<file path="config.mk">
export PLATFORM = sky130hd
export DESIGN_NAME = irled_drv_ctrl
export DESIGN_NICKNAME = d
export VERILOG_FILES = /design/src/rtl/irled_drv_ctrl.sv
export SDC_FILE = /design/constraint.sdc
export NUM_CORES = 1
export LEC_CHECK = 0
export ABC_AREA = 1
export BUFFER_PORTS_ARGS = -buffer_cell sky130_fd_sc_hd__buf_2
export CAP_MARGIN = 20
export CORE_UTILIZATION = 58
export DETAILED_ROUTE_END_ITERATION = 12
export GPL_TIMING_DRIVEN = 0
export HOLD_SLACK_MARGIN = 0.1
export PLACE_DENSITY = 0.87
export SYNTH_ARGS = -nofsm -noshare
export SYNTH_HDL_FRONTEND = slang
export SYNTH_SLANG_ARGS = --single-unit
</file>
<file path="constraint.sdc">
create_clock -name clk -period 3.35 [get_ports clk]
set_input_delay 0.1675 -clock clk [delete_from_list [all_inputs] [get_ports clk]]
set_output_delay 0.1675 -clock clk [all_outputs]
set_load 0.005 [all_outputs]
</file>
<file path="src/rtl/irled_drv_ctrl.sv">
// Multi-channel IR/RGB LED driver controller: bias sequencing, soft-start/stop
// current-code ramping, half-current mode and glitch-free registered PWM.
module irled_drv_ctrl #(
  parameter int NCH        = 2,
  parameter int PWM_W      = 8,
  parameter int CUR_W      = 8,
  parameter int SETTLE_CYC = 64,
  parameter int RAMP_DIV   = 16
) (
  input  logic                   clk,
  input  logic                   rst,
  input  logic                   en,
  input  logic                   half_cur,
  input  logic [NCH-1:0]         ch_en,
  input  logic [NCH*PWM_W-1:0]   duty,
  input  logic [NCH*CUR_W-1:0]   cur_tgt,
  output logic                   bias_en,
  output logic                   ready,
  output logic [NCH-1:0]         pwm_out,
  output logic [NCH*CUR_W-1:0]   cur_code
);

  localparam int SW = (SETTLE_CYC > 1) ? $clog2(SETTLE_CYC) : 1;
  localparam int RW = (RAMP_DIV > 1) ? $clog2(RAMP_DIV) : 1;
  localparam logic [SW-1:0] SETTLE_LAST = SW'(SETTLE_CYC - 1);
  localparam logic [RW-1:0] RAMP_LAST   = RW'(RAMP_DIV - 1);

  typedef enum logic [1:0] {OFF, SETTLE, RUN, RAMPDN} state_t;

  state_t                 state, next_state;
  logic [SW-1:0]          settle_cnt;
  logic [RW-1:0]          presc;
  logic [PWM_W-1:0]       pwm_cnt;
  logic [NCH*PWM_W-1:0]   duty_q;
  logic [NCH*CUR_W-1:0]   tgt_eff;
  logic                   ramp_active;
  logic                   ramp_tc;
  logic                   pwm_run;
  logic                   duty_load;
  logic                   all_zero;

  always_ff @(posedge clk or posedge rst) begin
    if (rst) state <= OFF;
    else     state <= next_state;
  end

  always_comb begin
    all_zero   = (cur_code == '0);
    next_state = state;
    case (state)
      OFF:     if (en) next_state = SETTLE;
      SETTLE:  if (!en) next_state = OFF;
               else if (settle_cnt == SETTLE_LAST) next_state = RUN;
      RUN:     if (!en) next_state = RAMPDN;
      RAMPDN:  if (en) next_state = RUN;
               else if (all_zero) next_state = OFF;
      default: next_state = OFF;
    endcase
  end

  always_comb begin
    bias_en = (state != OFF);
    ready   = (state == RUN);
  end

  // PWM is gated by the upcoming state too, so dropping en silences it on the next edge.
  always_comb begin
    ramp_active = (state == RUN) || (state == RAMPDN);
    ramp_tc     = (presc == RAMP_LAST);
    pwm_run     = (state == RUN) && (next_state == RUN);
    duty_load   = (next_state == RUN) && ((state != RUN) || (pwm_cnt == '1));
    tgt_eff     = '0;
    for (int unsigned i = 0; i < NCH; i++) begin
      if (state == RUN && ch_en[i])
        tgt_eff[i*CUR_W +: CUR_W] = half_cur ? (cur_tgt[i*CUR_W +: CUR_W] >> 1)
                                             : cur_tgt[i*CUR_W +: CUR_W];
    end
  end

  always_ff @(posedge clk or posedge rst) begin
    if (rst) begin
      settle_cnt <= '0;
      presc      <= '0;
      pwm_cnt    <= '0;
      duty_q     <= '0;
      pwm_out    <= '0;
      cur_code   <= '0;
    end else begin
      settle_cnt <= (state == SETTLE && next_state == SETTLE) ? settle_cnt + 1'b1 : '0;
      presc      <= (ramp_active && next_state == state && !ramp_tc) ? presc + 1'b1 : '0;
      pwm_cnt    <= pwm_run ? pwm_cnt + 1'b1 : '0;
      for (int unsigned i = 0; i < NCH; i++) begin
        if (duty_load)
          duty_q[i*PWM_W +: PWM_W] <= duty[i*PWM_W +: PWM_W];
        pwm_out[i] <= pwm_run && ch_en[i] && (pwm_cnt < duty_q[i*PWM_W +: PWM_W]);
        if (ramp_active && ramp_tc) begin
          if (cur_code[i*CUR_W +: CUR_W] < tgt_eff[i*CUR_W +: CUR_W])
            cur_code[i*CUR_W +: CUR_W] <= cur_code[i*CUR_W +: CUR_W] + 1'b1;
          else if (cur_code[i*CUR_W +: CUR_W] > tgt_eff[i*CUR_W +: CUR_W])
            cur_code[i*CUR_W +: CUR_W] <= cur_code[i*CUR_W +: CUR_W] - 1'b1;
        end
      end
    end
  end

endmodule

</file>
-- Word level (Yosys, flattened, before mapping)
Cells that the tools add are included.
- bits in registers: 54
- input port bits: 38
- output and inout bits: 20
- logic and storage cells: 71
- add/subtract/negate cells: 7
- magnitude comparators: 6
- equality and inequality tests: 10
- mux-type cells: 18
- reduce and logical (&&, ||, !) cells: 22
- operators with widths (kind ; count):
    2-to-1 mux 8 bit ; 9
    < comparator 8 bit ; 4
    adder 8 x 1 -> 8 bit, second input constant ; 3
    > comparator 8 bit ; 2
    logical NOT 16 bit ; 1
    subtractor 8 x 1 -> 8 bit, second input constant ; 2
    logical AND 1 bit ; 12
    2-to-1 mux 2 bit ; 6
    == test 8 bit, second input constant ; 1
    case mux 2 bit (4 select lines) ; 1
    adder 6 x 1 -> 6 bit, second input constant ; 1
    == test 2 bit, second input constant ; 3
    == test 6 bit, second input constant ; 1
    2-to-1 mux 6 bit ; 1
    nonzero test 2 bit ; 3
    adder 4 x 1 -> 4 bit, second input constant ; 1
    == test 2 x 1 -> 1 bit, second input constant ; 2
    == test 4 bit, second input constant ; 1
    2-to-1 mux 4 bit ; 1
    AND reduction 2 bit ; 2
    == test 2 bit ; 1
    logical NOT 2 bit ; 1
    logical OR 1 bit ; 2
    inequality test 2 bit, second input constant ; 1
    logical NOT 1 bit ; 1

-- Depth between registers and ports, before layout
- word-level depth: 8
- gate-level depth with buffers: 21

-- Worst setup path before layout
OpenSTA, ideal clock, no wires.
- path kind: reg2reg
- start: register state[0]
- end: register cur_code[15]
- library setup time: 0.116 ns
- arrival time: 2.713 ns
- data required time: 3.234 ns
- slack: 0.520 ns
- stages on the path, launching flop included: 19
- buffers on the path: 1
- clock period less this slack: 2.830 ns
- path through: dfrtp_1 -> buf_4 -> nor2_4 -> nand2_1 -> inv_1 -> nand3_1 -> ha_1 -> a21oi_1 -> o21a_1 -> nand2_1 -> ha_1 -> a21oi_1 -> o21ai_0 -> a21oi_1 -> inv_1 -> nand2_1 -> nand2_1 -> nand2_1 -> nand2_1
- word-level cells in the longest chain between the ends: 6
- RTL lines (what ; RTL line ; source):
    start, declared ; 30 ; state_t state, next_state;
    start signal, assigned ; 44 ; else state <= next_state;
    == test 2 bit * ; - ;
    named net ready ; 18 ; output logic ready,
    logical AND 1 bit ; 74 ; if (state == RUN && ch_en[i])
    2-to-1 mux 8 bit ; 74 ;
    < comparator 8 bit or > comparator 8 bit (tied branches) ; 97, 99 ;
    nonzero test 2 bit (no source line) ; - ;
    AND reduction 2 bit (no source line) ; - ;
    end signal, assigned by index ; 98 ; cur_code[i*CUR_W +: CUR_W] <= cur_code[i*CUR_W +: CUR_W] + 1'b1;
    end signal, assigned by index ; 100 ; cur_code[i*CUR_W +: CUR_W] <= cur_code[i*CUR_W +: CUR_W] - 1'b1;
    end, declared ; 20 ; output logic [NCH*CUR_W-1:0] cur_code
Mark *: on every way through the listed nets, which the timed path passes. The rest lies on a longest branch.
A chain may end at the register's enable or synchronous reset.

-- Worst setup path after layout
- start: register state[1]
- end: register cur_code[15]
- word-level cells in the longest chain between the ends: 6
- RTL lines (what ; RTL line):
    == test 2 bit ; 68, 74
    logical AND 1 bit ; 74
    2-to-1 mux 8 bit ; 74
    < comparator 8 bit or > comparator 8 bit (tied branches) ; 97, 99
    nonzero test 2 bit (no source line) ; -
    AND reduction 2 bit (no source line) ; -
Several ways; a longest one is shown, not always the timed one.

==> flow_summary.yaml <==
sta:
  maxSlewHeadroom_pct: 76.9
  fmaxAchievable_mhz: 322
  fin_crit_ns: 3.11
  fin_ws_ns: 0.242
  hold_viol_final: 0
  finalClockSkew_ns: 0.0100
  tightest_slew_ns: 0.346
  setup_viol: 0
  slew_viol_final: 0
  post-route-period-util_pct: 92.8
  fin_setup_tns_ns: 0
global_route:
  grt-ovfl-total: 0
  antenna_found_initial: 0
  grt_pass1_wl_um: 15500
  grt_max_degree: 45
  grt_util_all_layers_pct: 26.9
  grt_pass1_vias: 3614
worst_hold_path:
  worstHoldPathType: "in -> reg"
setup_path:
  required_ns: 3.56
  critPathLaunchType: "register"
  cp-end-kind: "register"
  arrival_ns: 3.32
  path_max_fanout: 9
  critical_path_class: "reg -> reg"
yosys:
  synth_area_mm2: 0.00398
  synth-seq-area-share_pct: 34.0
  synth-seq-cells: 54
  ys_warn_count: 0
  synth_nets: 602
  synth.distinct_cells: 32
  synthCells: 517
  avgSynthCellArea_um2: 7.69
die:
  die_x_um: 84.8
  dieArea_mm2: 0.00719
  design.core.area_mm2: 0.00649
  die_h_um: 84.8
  top_level_ports: 58
  start_util_pct: 61.2
  rows: 29
clock_network:
  cts-buffers-inserted: 5
  clock-sinks: 54
  cts_max_level: 2
  postCtsSetupRepairBufs: 0
  clock-root-buffer: "clkbuf_8"
  clockBufferDepth: 2
  clk_pin_slew_ns: 0.10
  cts_tree: "built"
  insertion_delay_ns: 0.32
layout:
  syn_to_final_growth_pct: 14.8
  final_core_util_pct: 70.3
  design_area_mm2: 0.00456
  diodes: 0
  layout-drive-gt1-share_pct: 18.5
  nNetsFinal: 673
place:
  dpl.hpwl_um: 6840
  dp_slack_ns: 0.109
  io_buffers: 57
  dpl-instance-area_mm2: 0.00438
  gp_congestion: 0.873
route:
  vias_per_cell: 5.51
  drc_errors: 4
  drtPass1Iterations: 11
  routed_wl_um: 9100
  vias: 3666
  wl_per_cell_um: 13.7
  ant_nets: 0
  first_iter_violations: 250
job:
  max_cap_viol_count: 0
power:
  max-vdd-ir-drop_mv: 0.172
  switchingPower_uw: 447
  p_sw_share_pct: 30.0
  combPwrFrac_pct: 22.4
  p_int_mw: 1.04
  p_seq_share_pct: 47.9
  p_leak_nw: 2.54
  p_per_area_mw_per_mm2: 326
  clkPwrFrac_pct: 29.7
run_status:
  violations: "DRC"
  outcome: "finished, violations left"
==> timing repair <==
item	CTS	global route
setup endpoints to repair	0	9
hold endpoints to repair	15	0
resized for setup	0	7
hold buffers	6	0
==> area by class of cell <==
| type | instances | area (µm²) |
|---|---|---|
| Multi-Input combinational cell | 391 | 2350 |
| Fill cell | 501 | 1930 |
| Sequential cell | 54 | 1350 |
| Timing Repair Buffer | 64 | 365 |
| Inverter | 63 | 236 |
| Tap cell | 77 | 96.3 |
| Clock buffer | 5 | 68.8 |
| Buffer | 9 | 53.8 |
| Clock inverter | 2 | 38.8 |
==> per-layer routing <==
metal  part of all wire (%)  GRT usage, %
met2                     51          47.2
met5                      0             0
met4                    1.6          9.86
met1                     44          33.7
met3                    3.7          4.13
==> metrics by stage <==
stage          hold slack, ns  instances  total power [mW]
2_1_floorplan           0.297        517             0.955
3_3_place_gp            0.427        651              1.03
3_5_place_dp            0.130        652              1.05
4_1_cts                 0.101        665              1.49
5_1_grt                 0.104        665              1.57
6_report                0.104        665              1.49
==> placed cells by master, fill, tap and decap left out, types with 6 or more instances in the layout <==
master and n:
dlygate4sd3_1 6, a21oi_1 26, nand3_1 28, dfrtp_1 54, xnor2_1 8, nand4_1 19
ha_1 45, nor3_1 13, nand2_2 13, inv_2 8, nand2_1 140, xor2_1 8
buf_2 61, nor2_1 31, o21ai_0 29, inv_1 55
==> cells by family (layout without fill, tap and decap cells) <==
group | after synthesis | count (layout) | share of synthesized area [%]
AOI/OAI and AO/OA | 66 | 66 | 8.78
DFF | 54 | 54 | 34.0
and+or+nand+nor | 262 | 262 | 31.2
buffers and inverters | 72 | 143 | 7.30
xor gates and xnor gates | 16 | 16 | 3.52
adders and majority gates | 47 | 47 | 15.2
==> cell usage after synthesis <==
cell type,n,area [µm²]
nor3b_1,1,7.51
nand3_1,28,140
nor3_1,13,65.1
xor2_1,8,70.1
nand2_1,142,533
buf_2,4,20.0
nand3_2,1,10.0
xnor2_1,8,70.1
fa_1,2,40.0
o21ai_0,29,145
a31oi_1,3,18.8
clkbuf_1,2,7.51
a21oi_1,28,140
buf_6,1,11.3
nand2_2,12,75.1
nand4_1,19,119
nor2_4,3,33.8
nand3_4,2,35.0
nor2_8,1,20.0
ha_1,45,563
nor2_2,2,12.5
nor2_1,31,116
nand2_8,1,20.0
inv_1,58,218
nand2_4,3,33.8
o21bai_1,4,30.0
o21a_1,2,15.0
inv_2,5,18.8
dfrtp_1,54,1350
buf_4,2,15.0
nand3b_1,2,15.0
and3_1,1,6.26
==> critical path: stages, from the launching register on <==
cell     delay, ns
dfrtp_1       0.45
inv_2         0.11
nor2_4        0.18
nand2_1       0.14
inv_2         0.13
nand3_1       0.08
ha_1          0.30
a21oi_1       0.15
o21a_1        0.18
nand2_2       0.15
ha_1          0.39
nand3_1       0.11
nand3_1       0.15
a21oi_1       0.23
inv_1         0.06
nand2_1       0.06
nand2_1       0.04
nand2_1       0.05
nand2_1       0.04
==> path summary, 6_finish.rpt <==
path                            depth (start not counted)                       end                     from  slack (ns)
worst max-delay path                                   18  cur_code[15]$_DFFE_PP0P_       state[1]$_DFF_PP0_        0.24
worst min-delay path                                    3     duty_q[6]$_DFFE_PP0P_                  duty[6]        0.10
worst max register to register                         18  cur_code[15]$_DFFE_PP0P_       state[1]$_DFF_PP0_        0.24
worst min register to register                          1   settle_cnt[0]$_DFF_PP0_  settle_cnt[0]$_DFF_PP0_        0.46
max in group asynchronous                               4   cur_code[8]$_DFFE_PP0P_                      rst        2.44
min in group asynchronous                               3   cur_code[7]$_DFFE_PP0P_                      rst        0.37
==> sequential cells by signal (all words and copies together), names as in the netlist <==
signal	cells
state	2
pwm_out	2
pwm_cnt	8
presc	4
duty_q	16
cur_code	16
settle_cnt	6
==> power groups by stage <==
stage	registers [mW]	clock network, mW	logic [mW]
4_1_cts	0.713	0.451	0.328
5_1_grt	0.717	0.472	0.383
2_1_floorplan	0.720	0	0.235
6_report	0.713	0.442	0.334
3_3_place_gp	0.725	0	0.300
3_5_place_dp	0.725	0	0.320
Power figures use the tool's default switching activity.
